### config.mk
export PLATFORM = sky130hd
export DESIGN_NAME = trackball_quad_gen
export DESIGN_NICKNAME = d
export VERILOG_FILES = /design/src/rtl/trackball_pkg.sv /design/src/rtl/trackball_axis.sv /design/src/rtl/trackball_quad_gen.sv
export SDC_FILE = /design/constraint.sdc
export NUM_CORES = 1
export LEC_CHECK = 0
export ABC_AREA = 1
export CAP_MARGIN = 20
export CORE_MARGIN = 2
export CORE_UTILIZATION = 41
export CTS_BUF_LIST = sky130_fd_sc_hd__clkbuf_4
export DETAILED_ROUTE_END_ITERATION = 6
export DONT_BUFFER_PORTS = 1
export PLACE_DENSITY_LB_ADDON = 0.05
export RECOVER_POWER = 25
export SLEW_MARGIN = 20
export SYNTH_ARGS = -nofsm -noshare
export SYNTH_HDL_FRONTEND = slang
export SYNTH_SLANG_ARGS = --single-unit
### constraint.sdc
create_clock -name clk_sys -period 5 [get_ports clk_sys]
set_clock_uncertainty 0.15 [all_clocks]
set_input_delay 1.5 -clock clk_sys [delete_from_list [all_inputs] [get_ports clk_sys]]
set_output_delay 1.5 -clock clk_sys [all_outputs]
set_load 0.02 [all_outputs]
### src/rtl/trackball_pkg.sv
// Shared definitions for the mouse-to-trackball encoder: output encoding
// selectors, the quadrature Gray-code state set and the saturating
// accumulator update used by every axis.
package trackball_pkg;

   // Output encoding selectors for the MODE parameter
   localparam int MODE_DIRCLK = 0;
   localparam int MODE_QUAD   = 1;

   // Working width of the saturating adder; accumulators up to 30 bits fit
   localparam int SAT_W = 32;

   // Quadrature states named by their {A,B} value
   typedef enum logic [1:0] {
      QUAD_00 = 2'b00,
      QUAD_01 = 2'b01,
      QUAD_11 = 2'b11,
      QUAD_10 = 2'b10
   } quad_state_t;

   // Positive motion walks 00 -> 01 -> 11 -> 10 -> 00
   function automatic quad_state_t quad_next(input quad_state_t s);
      quad_state_t r;
      r = QUAD_00;
      case (s)
         QUAD_00: r = QUAD_01;
         QUAD_01: r = QUAD_11;
         QUAD_11: r = QUAD_10;
         QUAD_10: r = QUAD_00;
         default: r = QUAD_00;
      endcase
      return r;
   endfunction

   // Negative motion walks the same ring backwards
   function automatic quad_state_t quad_prev(input quad_state_t s);
      quad_state_t r;
      r = QUAD_00;
      case (s)
         QUAD_00: r = QUAD_10;
         QUAD_10: r = QUAD_11;
         QUAD_11: r = QUAD_01;
         QUAD_01: r = QUAD_00;
         default: r = QUAD_00;
      endcase
      return r;
   endfunction

   // acc + d - step, clamped symmetrically to +/-(2^(acc_w-1)-1) so the
   // most negative code is never produced and negation stays safe.
   function automatic logic signed [SAT_W-1:0] sat_add(
      input logic signed [SAT_W-1:0] acc,
      input logic signed [SAT_W-1:0] d,
      input logic signed [SAT_W-1:0] step,
      input int                      acc_w
   );
      logic signed [SAT_W-1:0] sum;
      logic signed [SAT_W-1:0] lim;
      sum = acc + d - step;
      lim = (SAT_W'(1) <<< (acc_w - 1)) - SAT_W'(1);
      if (sum > lim) begin
         sum = lim;
      end else if (sum < -lim) begin
         sum = -lim;
      end
      return sum;
   endfunction

endpackage

### src/rtl/trackball_axis.sv
// One trackball axis: a signed saturating accumulator of pending motion,
// drained one count per divider tick, plus the output encoder
// (direction/clock or A/B quadrature, chosen by MODE).
module trackball_axis
   import trackball_pkg::*;
#(
   parameter int ACC_W = 12,
   parameter int MODE  = MODE_DIRCLK
) (
   input  logic               clk_sys,
   input  logic               reset,
   input  logic               pkt,
   input  logic               tick,
   input  logic signed [ACC_W:0] delta,
   output logic               trak_a,
   output logic               trak_b,
   output logic               busy
);

   logic signed [ACC_W-1:0] acc;
   logic signed [ACC_W-1:0] acc_next;
   logic signed [ACC_W:0]   delta_eff;
   logic signed [1:0]       step;

   // A step is taken on a tick whenever motion is pending; the packet delta
   // and the step are folded into a single saturating update so neither is lost.
   always_comb begin
      step = 2'sb00;
      if (tick && (acc != '0)) begin
         step = acc[ACC_W-1] ? 2'sb11 : 2'sb01;
      end
      delta_eff = '0;
      if (pkt) begin
         delta_eff = delta;
      end
      acc_next = ACC_W'(sat_add(SAT_W'(acc), SAT_W'(delta_eff), SAT_W'(step), ACC_W));
   end

   // Accumulator and busy flag advance together so busy always reflects acc
   always_ff @(posedge clk_sys or posedge reset) begin
      if (reset) begin
         acc  <= '0;
         busy <= 1'b0;
      end else begin
         acc  <= acc_next;
         busy <= (acc_next != '0);
      end
   end

   generate
      if (MODE == MODE_QUAD) begin : g_quad
         quad_state_t q;

         // Walk the Gray ring one position per step in the step's direction
         always_ff @(posedge clk_sys or posedge reset) begin
            if (reset) begin
               q <= QUAD_00;
            end else if (step == 2'sb01) begin
               q <= quad_next(q);
            end else if (step == 2'sb11) begin
               q <= quad_prev(q);
            end
         end

         assign trak_a = q[1];
         assign trak_b = q[0];
      end else begin : g_dirclk
         logic dir_q;
         logic clk_q;

         // Direction is latched with each step and the clock line toggles once per step
         always_ff @(posedge clk_sys or posedge reset) begin
            if (reset) begin
               dir_q <= 1'b0;
               clk_q <= 1'b0;
            end else if (step != 2'sb00) begin
               dir_q <= ~acc[ACC_W-1];
               clk_q <= ~clk_q;
            end
         end

         assign trak_a = dir_q;
         assign trak_b = clk_q;
      end
   endgenerate

endmodule

### src/rtl/trackball_quad_gen.sv
// Mouse-to-trackball encoder top level. Detects packet toggles on
// mouse_stb, forms signed (optionally flipped) per-axis deltas, runs the
// shared step-rate divider and instantiates one trackball_axis per axis.
// Optional build macro TRACKBALL_ACCEL_EN doubles any delta whose
// magnitude exceeds ACCEL_THRESH before accumulation.
module trackball_quad_gen
   import trackball_pkg::*;
#(
   parameter int AXES         = 2,
   parameter int DELTA_W      = 8,
   parameter int ACC_W        = 12,
   parameter int DIV_W        = 8,
   parameter int MODE         = MODE_DIRCLK,
   parameter int ACCEL_THRESH = 16
) (
   input  logic                    clk_sys,
   input  logic                    reset,
   input  logic                    mouse_stb,
   input  logic [AXES*DELTA_W-1:0] mouse_delta,
   input  logic [AXES-1:0]         mouse_sign,
   input  logic                    flip,
   input  logic                    enable,
   input  logic [DIV_W-1:0]        rate,
   output logic [AXES-1:0]         trak_a,
   output logic [AXES-1:0]         trak_b,
   output logic [AXES-1:0]         busy
);

   logic             stb_d;
   logic             pkt;
   logic             tick;
   logic [DIV_W-1:0] div_cnt;

   // Remember the last strobe level; any difference is a new packet
   always_ff @(posedge clk_sys or posedge reset) begin
      if (reset) begin
         stb_d <= 1'b0;
      end else begin
         stb_d <= mouse_stb;
      end
   end

   assign pkt = mouse_stb ^ stb_d;

   // Reload on >= rather than == so lowering rate mid-count cannot strand
   // the counter above the new terminal value.
   assign tick = enable && (div_cnt >= rate);

   // Step-rate divider, frozen while the encoder is disabled
   always_ff @(posedge clk_sys or posedge reset) begin
      if (reset) begin
         div_cnt <= '0;
      end else if (enable) begin
         if (tick) begin
            div_cnt <= '0;
         end else begin
            div_cnt <= div_cnt + DIV_W'(1);
         end
      end
   end

`ifdef TRACKBALL_ACCEL_EN
   localparam logic signed [ACC_W:0] ACCEL_LIM = (ACC_W+1)'(ACCEL_THRESH);
`else
   logic accel_unused;
   assign accel_unused = (ACCEL_THRESH != 0);
`endif

   genvar i;
   generate
      for (i = 0; i < AXES; i++) begin : g_axis
         logic signed [DELTA_W:0] raw;
         logic signed [ACC_W:0]   ext;
         logic signed [ACC_W:0]   d;

         // Widen by one bit beyond the accumulator so negating the most
         // negative input magnitude cannot overflow.
         always_comb begin
            raw = {mouse_sign[i], mouse_delta[i*DELTA_W +: DELTA_W]};
            ext = (ACC_W+1)'(raw);
            if (flip) begin
               ext = -ext;
            end
            d = ext;
`ifdef TRACKBALL_ACCEL_EN
            if ((ext > ACCEL_LIM) || (ext < -ACCEL_LIM)) begin
               d = ext <<< 1;
            end
`endif
         end

         trackball_axis #(
            .ACC_W (ACC_W),
            .MODE  (MODE)
         ) u_axis (
            .clk_sys (clk_sys),
            .reset   (reset),
            .pkt     (pkt),
            .tick    (tick),
            .delta   (d),
            .trak_a  (trak_a[i]),
            .trak_b  (trak_b[i]),
            .busy    (busy[i])
         );
      end
   endgenerate

endmodule

After elaboration in Yosys (flattened, before gate mapping):

Index checks and enable logic that the tools add are counted.

* output and inout port bits: 6
* input bits: 31
* bits in registers: 39
* logic and storage cells: 49

* mux-type cells: 13
* bitwise logic cells: 5
* $add $sub $neg: 7
* $lt $le $gt $ge: 5
* reductions and logical operators: 9

Operators by type and width (count)
* $gt A32 B12 Y1 const B: 2
* $lt A32 B12 Y1 const B: 2
* $mux W13: 4
* $mux W12: 4
* $reduce_bool A12 Y1: 4
* $sub A14 B2 Y15: 2
* $add A12 B13 Y14: 2
* $neg A9 Y13: 2
* $add A8 B1 Y8 const B: 1
* $ge A8 B8 Y1: 1
* $mux W2: 4
* $mux W8: 1
* $not A1 Y1: 4
* $reduce_bool A2 Y1: 2
* $logic_and A1 B1 Y1: 3
* $xor A1 B1 Y1: 1

Logic depth before layout (Yosys ltp):

Gate-level depths: netlist of run 1.

* depth in word-level cells: 9
* mapped depth: 33
* gate-level depth less buffers: 33

By module:

A second synthesis of run 1 with hierarchy kept.

* cell total of the unflattened synthesis: 785
* area total of the unflattened synthesis: 4968.5 µm²

Modules (own cells, without submodules)
* trackball_axis at g_axis[1].u_axis: area an instance 1946.9 µm², cells an instance 307, times used 1, seq. area each 375.4 µm²
* trackball_axis at g_axis[0].u_axis: area an instance 1905.6 µm², cells an instance 305, times used 1, seq. area each 375.4 µm²
* trackball_quad_gen: area an instance 1116.1 µm², cells an instance 173, times used 1, seq. area each 225.2 µm²

Worst setup path before layout of run 1:

Ideal clock, no wire load.

* kind: input to register
* start point: input port rate[5]
* end point: register g_axis[0].u_axis.busy
* path slack: -978 ps
* path buffers: 1
* arrival: 5710 ps
* cell stages on the path: 24
* required time: 4731 ps
* library setup time: 119 ps
* cell sequence: inv_1 -> ha_1 -> nand2_1 -> o41ai_1 -> nand2_1 -> inv_1 -> nand2_1 -> nor2_1 -> inv_1 -> fa_1 -> ha_1 -> inv_1 -> o21bai_1 -> a21oi_1 -> nor2_1 -> nor2_1 -> nand2_2 -> xor2_2 -> nand2_2 -> buf_6 -> nand2_1 -> nand3_1 -> nor2_1 -> nand2_1

* word-level cells in the longest chain between the ends: 9
* elaborated cells between the ends (all ways): 10
* those cells by class: add/sub (1); order compare (3); mux (3); reduce/logical (3)

Ends and longest elaborated chain
* from (decl): line trackball_quad_gen.sv:23 `input logic [DIV_W-1:0] rate,`
* $ge A8 B8 Y1 (*): line trackball_quad_gen.sv:47 `assign tick = enable && (div_cnt >= rate);`
* $logic_and A1 B1 Y1 (*): line trackball_quad_gen.sv:47
* $logic_and A1 B1 Y1 (*): line trackball_axis.sv:29 `if (tick && (acc != '0)) begin`
* $mux W2 (*): line trackball_axis.sv:29
* $sub A14 B2 Y15 (*): line trackball_pkg.sv:59 `sum = acc + d - step;`
* $lt A32 B12 Y1: line trackball_pkg.sv:63 `end else if (sum < -lim) begin`
* $mux W12: line trackball_pkg.sv:63
* $mux W12 (*): line trackball_pkg.sv:61 `if (sum > lim) begin`
* net g_axis[0].u_axis.acc_next[11]: line trackball_axis.sv:21 `logic signed [ACC_W-1:0] acc_next;`
* $reduce_bool A12 Y1 (*): line trackball_axis.sv:46 `busy <= (acc_next != '0);`
* to (signal assigned): line trackball_axis.sv:46
* to (decl): line trackball_axis.sv:17 `output logic busy`

Mark *: on every way through the listed nets, which the timed path passes. The rest lies on a longest branch.
A chain may end at the register's enable or synchronous reset.

Worst setup path after layout of run 1:

* start point: input port rate[1]
* end point: register g_axis[0].u_axis.busy

The elaborated chain is that of the path after synthesis.

==> impl_metrics.env, run 1 <==
export IMPL_clkLatencyLatePin_ps=340
export IMPL_htree_levels=2
export IMPL_cts_sinks=39
export IMPL_slew_violations=40
export IMPL_tightest_slew_ps=2140
export IMPL_ant_nets=0
export IMPL_avgSynthCellArea_um2=6.49
export IMPL_cts_path_max_buffers=2
export IMPL_n_fill_cell=1099
export IMPL_ys_async_sr_fraction_pct=100
export IMPL_ff2ff_path_depth=25
export IMPL_drtIter0Drc=196
export IMPL_status="complete, but fails checks"
export IMPL_grt_pass1_vias=5335
export IMPL_hold_class="reg -> reg"
export IMPL_start_util_pct=42.1
export IMPL_setup_viol=8
export IMPL_root_buffer="clkbuf_4"
export IMPL_drc=0
export IMPL_syn_area_um2=5050
export IMPL_setup_tns_ps=-522
export IMPL_dieWidth_um=115
export IMPL_criticalPathCategory="in -> reg"
export IMPL_hpwlAfterDp_um=12300
export IMPL_fin_crit_sh_pct=103
export IMPL_grt_pass1_wl_um=24700
export IMPL_regToRegSetupSlack_ps=520
export IMPL_layout_drive_gt1_share_pct=43.2
export IMPL_cts_buffers=5
export IMPL_hold_start="g_axis[1].u_axis.trak_b$_DFFE_PP0P_"
export IMPL_ys_types=41
export IMPL_layout_nets=1026
export IMPL_cp_slowest_cell="fa_2"
export IMPL_syn_num_nets=876
export IMPL_crit_path_max_fanout=6
export IMPL_drtPass1Iterations=4
export IMPL_place_congestion=0.881
export IMPL_fmax_mhz=195
export IMPL_core_area_um2=12000
export IMPL_grt_max_degree=40
export IMPL_drv_cap=1
export IMPL_min_path_cells=1
export IMPL_io_buffers=0
export IMPL_routedWlPerCell_um=14.4
export IMPL_required_ps=5080
export IMPL_viasPerCell=4.86
export IMPL_ys_seq_area_share_pct=19.3
export IMPL_grt_overflow=0
export IMPL_row_count=40
export IMPL_rsz0062_at_grt="true"
export IMPL_path_common_cell="nand2_4"
export IMPL_cts_tree="built"
export IMPL_die_h_um=115
export IMPL_reg2reg_from="div_cnt[0]$_DFFE_PP0P_"
export IMPL_grt_antenna_before_repair=1
export IMPL_io_pins=37
export IMPL_synth_seq_cells=39
export IMPL_max_stage_delay_ps=440
export IMPL_cts_hold_buf=0
export IMPL_syn2layout_area_growth_pct=50.2
export IMPL_synthCells=778
export IMPL_worst_ep_arrival_time_ps=5210
export IMPL_drt_total_wl_um=15500
export IMPL_end_kind="flop"
export IMPL_synthFlopType="dfrtp_1"
export IMPL_fin_crit_ps=5130
export IMPL_finalHoldViolCount=0
export IMPL_cp_start_kind="input pin"
export IMPL_dieArea_um2=13200
export IMPL_synth_edf_count=0
export IMPL_startpoint="rate[1]"
export IMPL_grt_usage_pct=23.7
export IMPL_via_count=5235
export IMPL_ys_warnings_count=0
export IMPL_violations="max-capacitance violations, max-slew violations, negative setup slack"
export IMPL_path_clk_slew_ps=130
export IMPL_slew_headroom_pct=-42.7
export IMPL_setup_slack_ps=-131
==> kinds of logic (layout without fill, tap and decap cells) <==
family	Yosys count	after routing	synth area share [%]
AOI/OAI and AO/OA	59	59	6.69
and+or+nand+nor	407	408	35.6
buffers and inverters	193	343	15.2
adders and majority gates	67	67	20.5
xor gates and xnor gates	13	13	2.77
other	0	1	0
DFF	39	39	19.3
==> registers in the layout, summed over array words and instances (netlist names) <==
| name | count |
|---|---|
| g_axis.u_axis.acc | 24 |
| div_cnt | 8 |
| g_axis.u_axis.busy | 2 |
| g_axis.u_axis.trak_a | 2 |
| g_axis.u_axis.trak_b | 2 |
| stb_d | 1 |
==> cells in the final DEF, fill, tap and decap left out, drive strengths merged <==
cell type	synthesis	routed
a21oi	29	29
a31oi	2	2
and2	2	2
and3	2	2
buf	10	154
bufinv	0	1
clkbuf	3	6
clkinv	1	3
dfrtp	39	39
diode	0	1
fa	26	26
ha	41	41
inv	179	179
nand2	222	223
nand3	69	69
nand3b	8	8
nand4	7	7
nor2	71	71
nor3	16	16
nor4	6	6
o21a	2	2
o21ai	14	14
o21bai	11	11
o41ai	1	1
or2	4	4
xnor2	5	5
xor2	8	8
==> stage by stage <==
stage	worst slack (ps)	area (µm²)	hold WS, ps	instances	utilization, %
global placement	-654	6360	450	1041	53.0
global route	-358	7590	516	1077	63.2
detailed placement	-695	6360	455	1041	53.0
CTS	-114	6890	484	1064	57.3
finish	-131	7590	475	1077	63.2
floorplan	-168	5300	296	778	-
==> layer usage <==
metal,GRT usage (%),vias to the layer above,routed length [µm]
met5,0,-,0
li1,-,2689,-
met2,44.8,69,8380
met4,8.59,0,431
met3,1.48,31,229
met1,28.1,2446,6420
==> synth_stat cells, types with 3 or more instances <==
cell	instances	share of area (%)
nor2_2	3	0.37
nand3b_1	7	1.0
o21ai_0	13	1.3
nand4_1	7	0.87
nand2_4	3	0.67
inv_1	175	13
buf_4	6	0.89
inv_2	4	0.30
nand2_1	206	15
xor2_1	6	1.0
nand2_2	13	1.6
o21bai_1	11	1.6
nand3_2	3	0.59
xnor2_1	5	0.87
nor3_1	16	1.6
clkbuf_1	3	0.22
ha_1	41	10
nor4_1	6	0.74
nor2_1	68	5.1
fa_1	26	10
dfrtp_1	39	19
nand3_1	66	6.5
a21oi_1	28	2.8
==> worst max-delay path, delay by kind of cell <==
| kind | cells | cell delay (ps) |
|---|---|---|
| fa+ha+maj | 3 | 1130 |
| compound gates | 2 | 510 |
| simple gates | 14 | 1340 |
| xor+xnor | 1 | 250 |
| buf+inv | 5 | 470 |
==> timing repair <==
action / in CTS / in global routing
setup buffers: 15 / 16
pin swaps: 30 / 109
gates resized for setup: 66 / 170
setup endpoints to repair: 24 / 24
gates cloned: 0 / 1
==> cell type report <==
cell class	count	area, µm²	area share (%)
multi-input combinational	547	4360	57.4
timing repair buffer	155	1270	16.7
sequential	39	976	12.9
inverter	180	718	9.46
tap	147	184	2.42
clock inverter	3	43.8	0.577
clock buffer	5	37.5	0.495
antenna	1	2.50	0.0330
==> final timing paths <==
| kind | end |
|---|---|
| worst max-delay path | g_axis[0].u_axis.busy$_DFF_PP0_ |
| worst min-delay path | g_axis[1].u_axis.trak_b$_DFFE_PP0P_ |
| worst max register to register | g_axis[0].u_axis.busy$_DFF_PP0_ |
| worst min register to register | g_axis[1].u_axis.trak_b$_DFFE_PP0P_ |
| max in group asynchronous | g_axis[0].u_axis.acc[0]$_DFF_PP0_ |
| min in group asynchronous | g_axis[0].u_axis.trak_a$_DFFE_PP0P_ |
Power of run 1 is left out: the tool's default activity adds up to more than one toggle a clock period on the data nets, which glitch-free logic cannot reach.
==> run 2: changes to the inputs <==
Settings changed: CORE_ASPECT_RATIO set to 0.7.
==> impl_metrics.env, run 2 (synthesized netlist as in run 1, its figures left out) <==
export IMPL_status="complete, but fails checks"
export IMPL_violations="max-capacitance violations, max-slew violations, negative setup slack"
export IMPL_regToRegSetupSlack_ps=500
export IMPL_layout_nets=1044
export IMPL_cts_buffers=5
export IMPL_n_fill_cell=979
export IMPL_crit_path_max_fanout=5
export IMPL_viasPerCell=4.98
export IMPL_cp_slowest_cell="fa_1"
export IMPL_grt_overflow=0
export IMPL_row_count=33
export IMPL_syn2layout_area_growth_pct=57.5
export IMPL_setup_slack_ps=-117
export IMPL_drv_cap=1
export IMPL_final_cell_mix="buf_4 (142), inv_1 (141), nand2_1 (127)"
export IMPL_hold_class="reg -> reg"
export IMPL_r2r_end="g_axis[0].u_axis.busy$_DFF_PP0_"
export IMPL_path_clk_slew_ps=120
export IMPL_via_count=5501
export IMPL_fin_cells=1104
export IMPL_stdcell_area_um2=7960
export IMPL_fin_crit_ps=5120
export IMPL_drt_total_wl_um=17000
export IMPL_dp_cells=1039
export IMPL_reg2reg_from="div_cnt[0]$_DFFE_PP0P_"
export IMPL_regArea_um2=976
export IMPL_criticalPathCategory="in -> reg"
export IMPL_diodes=0
export IMPL_cts_sinks=39
export IMPL_hpwlAfterDp_um=12600
export IMPL_largest_register="g_axis.u_axis.acc"
export IMPL_grt_usage_pct=25.0
export IMPL_htree_levels=2
export IMPL_multi_input_area_um2=4550
export IMPL_grt_max_degree=38
export IMPL_whs_ps=482
export IMPL_slew_violations=38
export IMPL_use_met1_pct=40.5
export IMPL_holdPathEnd="g_axis[1].u_axis.trak_b$_DFFE_PP0P_"
export IMPL_io_buffers=0
export IMPL_largest_reg_flops=24
export IMPL_reg_top3="g_axis.u_axis.acc (24), div_cnt (8)"
export IMPL_place_congestion=0.933
export IMPL_grt_pass1_vias=5248
export IMPL_cts_path_max_buffers=2
export IMPL_layout_commonest_cell="buf_4"
export IMPL_routedWlPerCell_um=15.4
export IMPL_drtIter0Drc=396
export IMPL_slew_headroom_pct=-37.3
export IMPL_grt_busiest_layer="met1"
export IMPL_min_path_cells=1
export IMPL_fin_crit_sh_pct=102
export IMPL_worst_ep_arrival_time_ps=5230
export IMPL_grt_pass1_wl_um=26200
export IMPL_use_met2_pct=33.0
export IMPL_rsz0062_at_grt="true"
export IMPL_preCtsSetupSlack_ps=-694
export IMPL_placed_area_um2=6300
export IMPL_ant_nets=0
export IMPL_grt_antenna_before_repair=0
export IMPL_hold_start="g_axis[1].u_axis.trak_b$_DFFE_PP0P_"
export IMPL_path_common_cell="nand2_2"
export IMPL_io_pins=37
export IMPL_root_buffer="clkbuf_4"
export IMPL_die_h_um=96.9
export IMPL_drc=0
export IMPL_fmax_mhz=195
export IMPL_drtPass1Iterations=5
export IMPL_cts_tree="built"
export IMPL_start_util_pct=42.6
export IMPL_max_stage_delay_ps=590
export IMPL_dieWidth_um=137
export IMPL_finalHoldViolCount=0
export IMPL_global_route_usage_met3_pct=7.97
export IMPL_tightest_slew_ps=2060
export IMPL_clkLatencyLatePin_ps=370
export IMPL_core_area_um2=11900
export IMPL_dieArea_um2=13200
export IMPL_end_kind="flop"
export IMPL_ff2ff_path_depth=30
export IMPL_required_ps=5110
export IMPL_setup_viol=9
export IMPL_cp_start_kind="input pin"
export IMPL_layout_drive_gt1_share_pct=47.5
run 2: changes by cell type in the layout (fill, tap and decap cells not counted), sizes merged:
cell,previous run,this run
inv,179,178
clkbuf,6,8
diode,1,0
buf,154,171
nand2,223,224
bufinv,1,0
run 2: cell type report:
class / count / area share (%)
repair buffers: 172 / 18.2
flip-flops and latches: 39 / 12.3
inverters: 180 / 9.21
multi-input cells: 548 / 57.1
clock buffers: 7 / 0.660
clock inverters: 1 / 0.0629
well taps: 157 / 2.47
run 2: worst max-delay path, delay by kind of cell:
| family | cells | cell delay (ps) |
|---|---|---|
| buffers and inverters | 6 | 660 |
| adders and majority gates | 3 | 1090 |
| and+or+nand+nor | 19 | 1560 |
| AOI/OAI and AO/OA | 2 | 390 |
run 2: metrics by stage:
stage	util, %	TNS (ps)
final	67.2	-539
after global routing	67.2	-2810
after CTS	58.4	-148
after detailed placement	53.1	-11470
after global placement	53.1	-9840
after floorplan	-	-556
run 2: timing repair:
| item | in CTS | in global routing |
|---|---|---|
| resized for setup | 59 | 234 |
| endpoints found under the setup margin | 22 | 28 |
| endpoints found under the hold margin | 0 | 0 |
| hold buffers | 0 | 0 |
| setup buffers | 30 | 30 |
| pin swaps | 37 | 93 |
| cloned | 3 | 0 |
run 2: metal layers:
layer	share of wire, %	vias up
li1	-	2726
met1	51	2629
met2	41	133
met3	7.3	13
met4	0.58	0
met5	0	-
run 2: how the worst max path moves through the flow:
stage                               from                         endpoint  slack, ps  depth (start not counted)
after floorplan                  rate[1]  g_axis[0].u_axis.busy$_DFF_PP0_       -170                         27
after global placement    mouse_delta[8]  g_axis[1].u_axis.busy$_DFF_PP0_       -630                         28
after detailed placement  mouse_delta[8]  g_axis[1].u_axis.busy$_DFF_PP0_       -690                         28
after CTS                        rate[5]  g_axis[1].u_axis.busy$_DFF_PP0_        -90                         25
after global routing             rate[1]  g_axis[1].u_axis.busy$_DFF_PP0_       -270                         25
final                            rate[1]  g_axis[0].u_axis.busy$_DFF_PP0_       -120                         30
Power of run 2 is left out for the same reason.
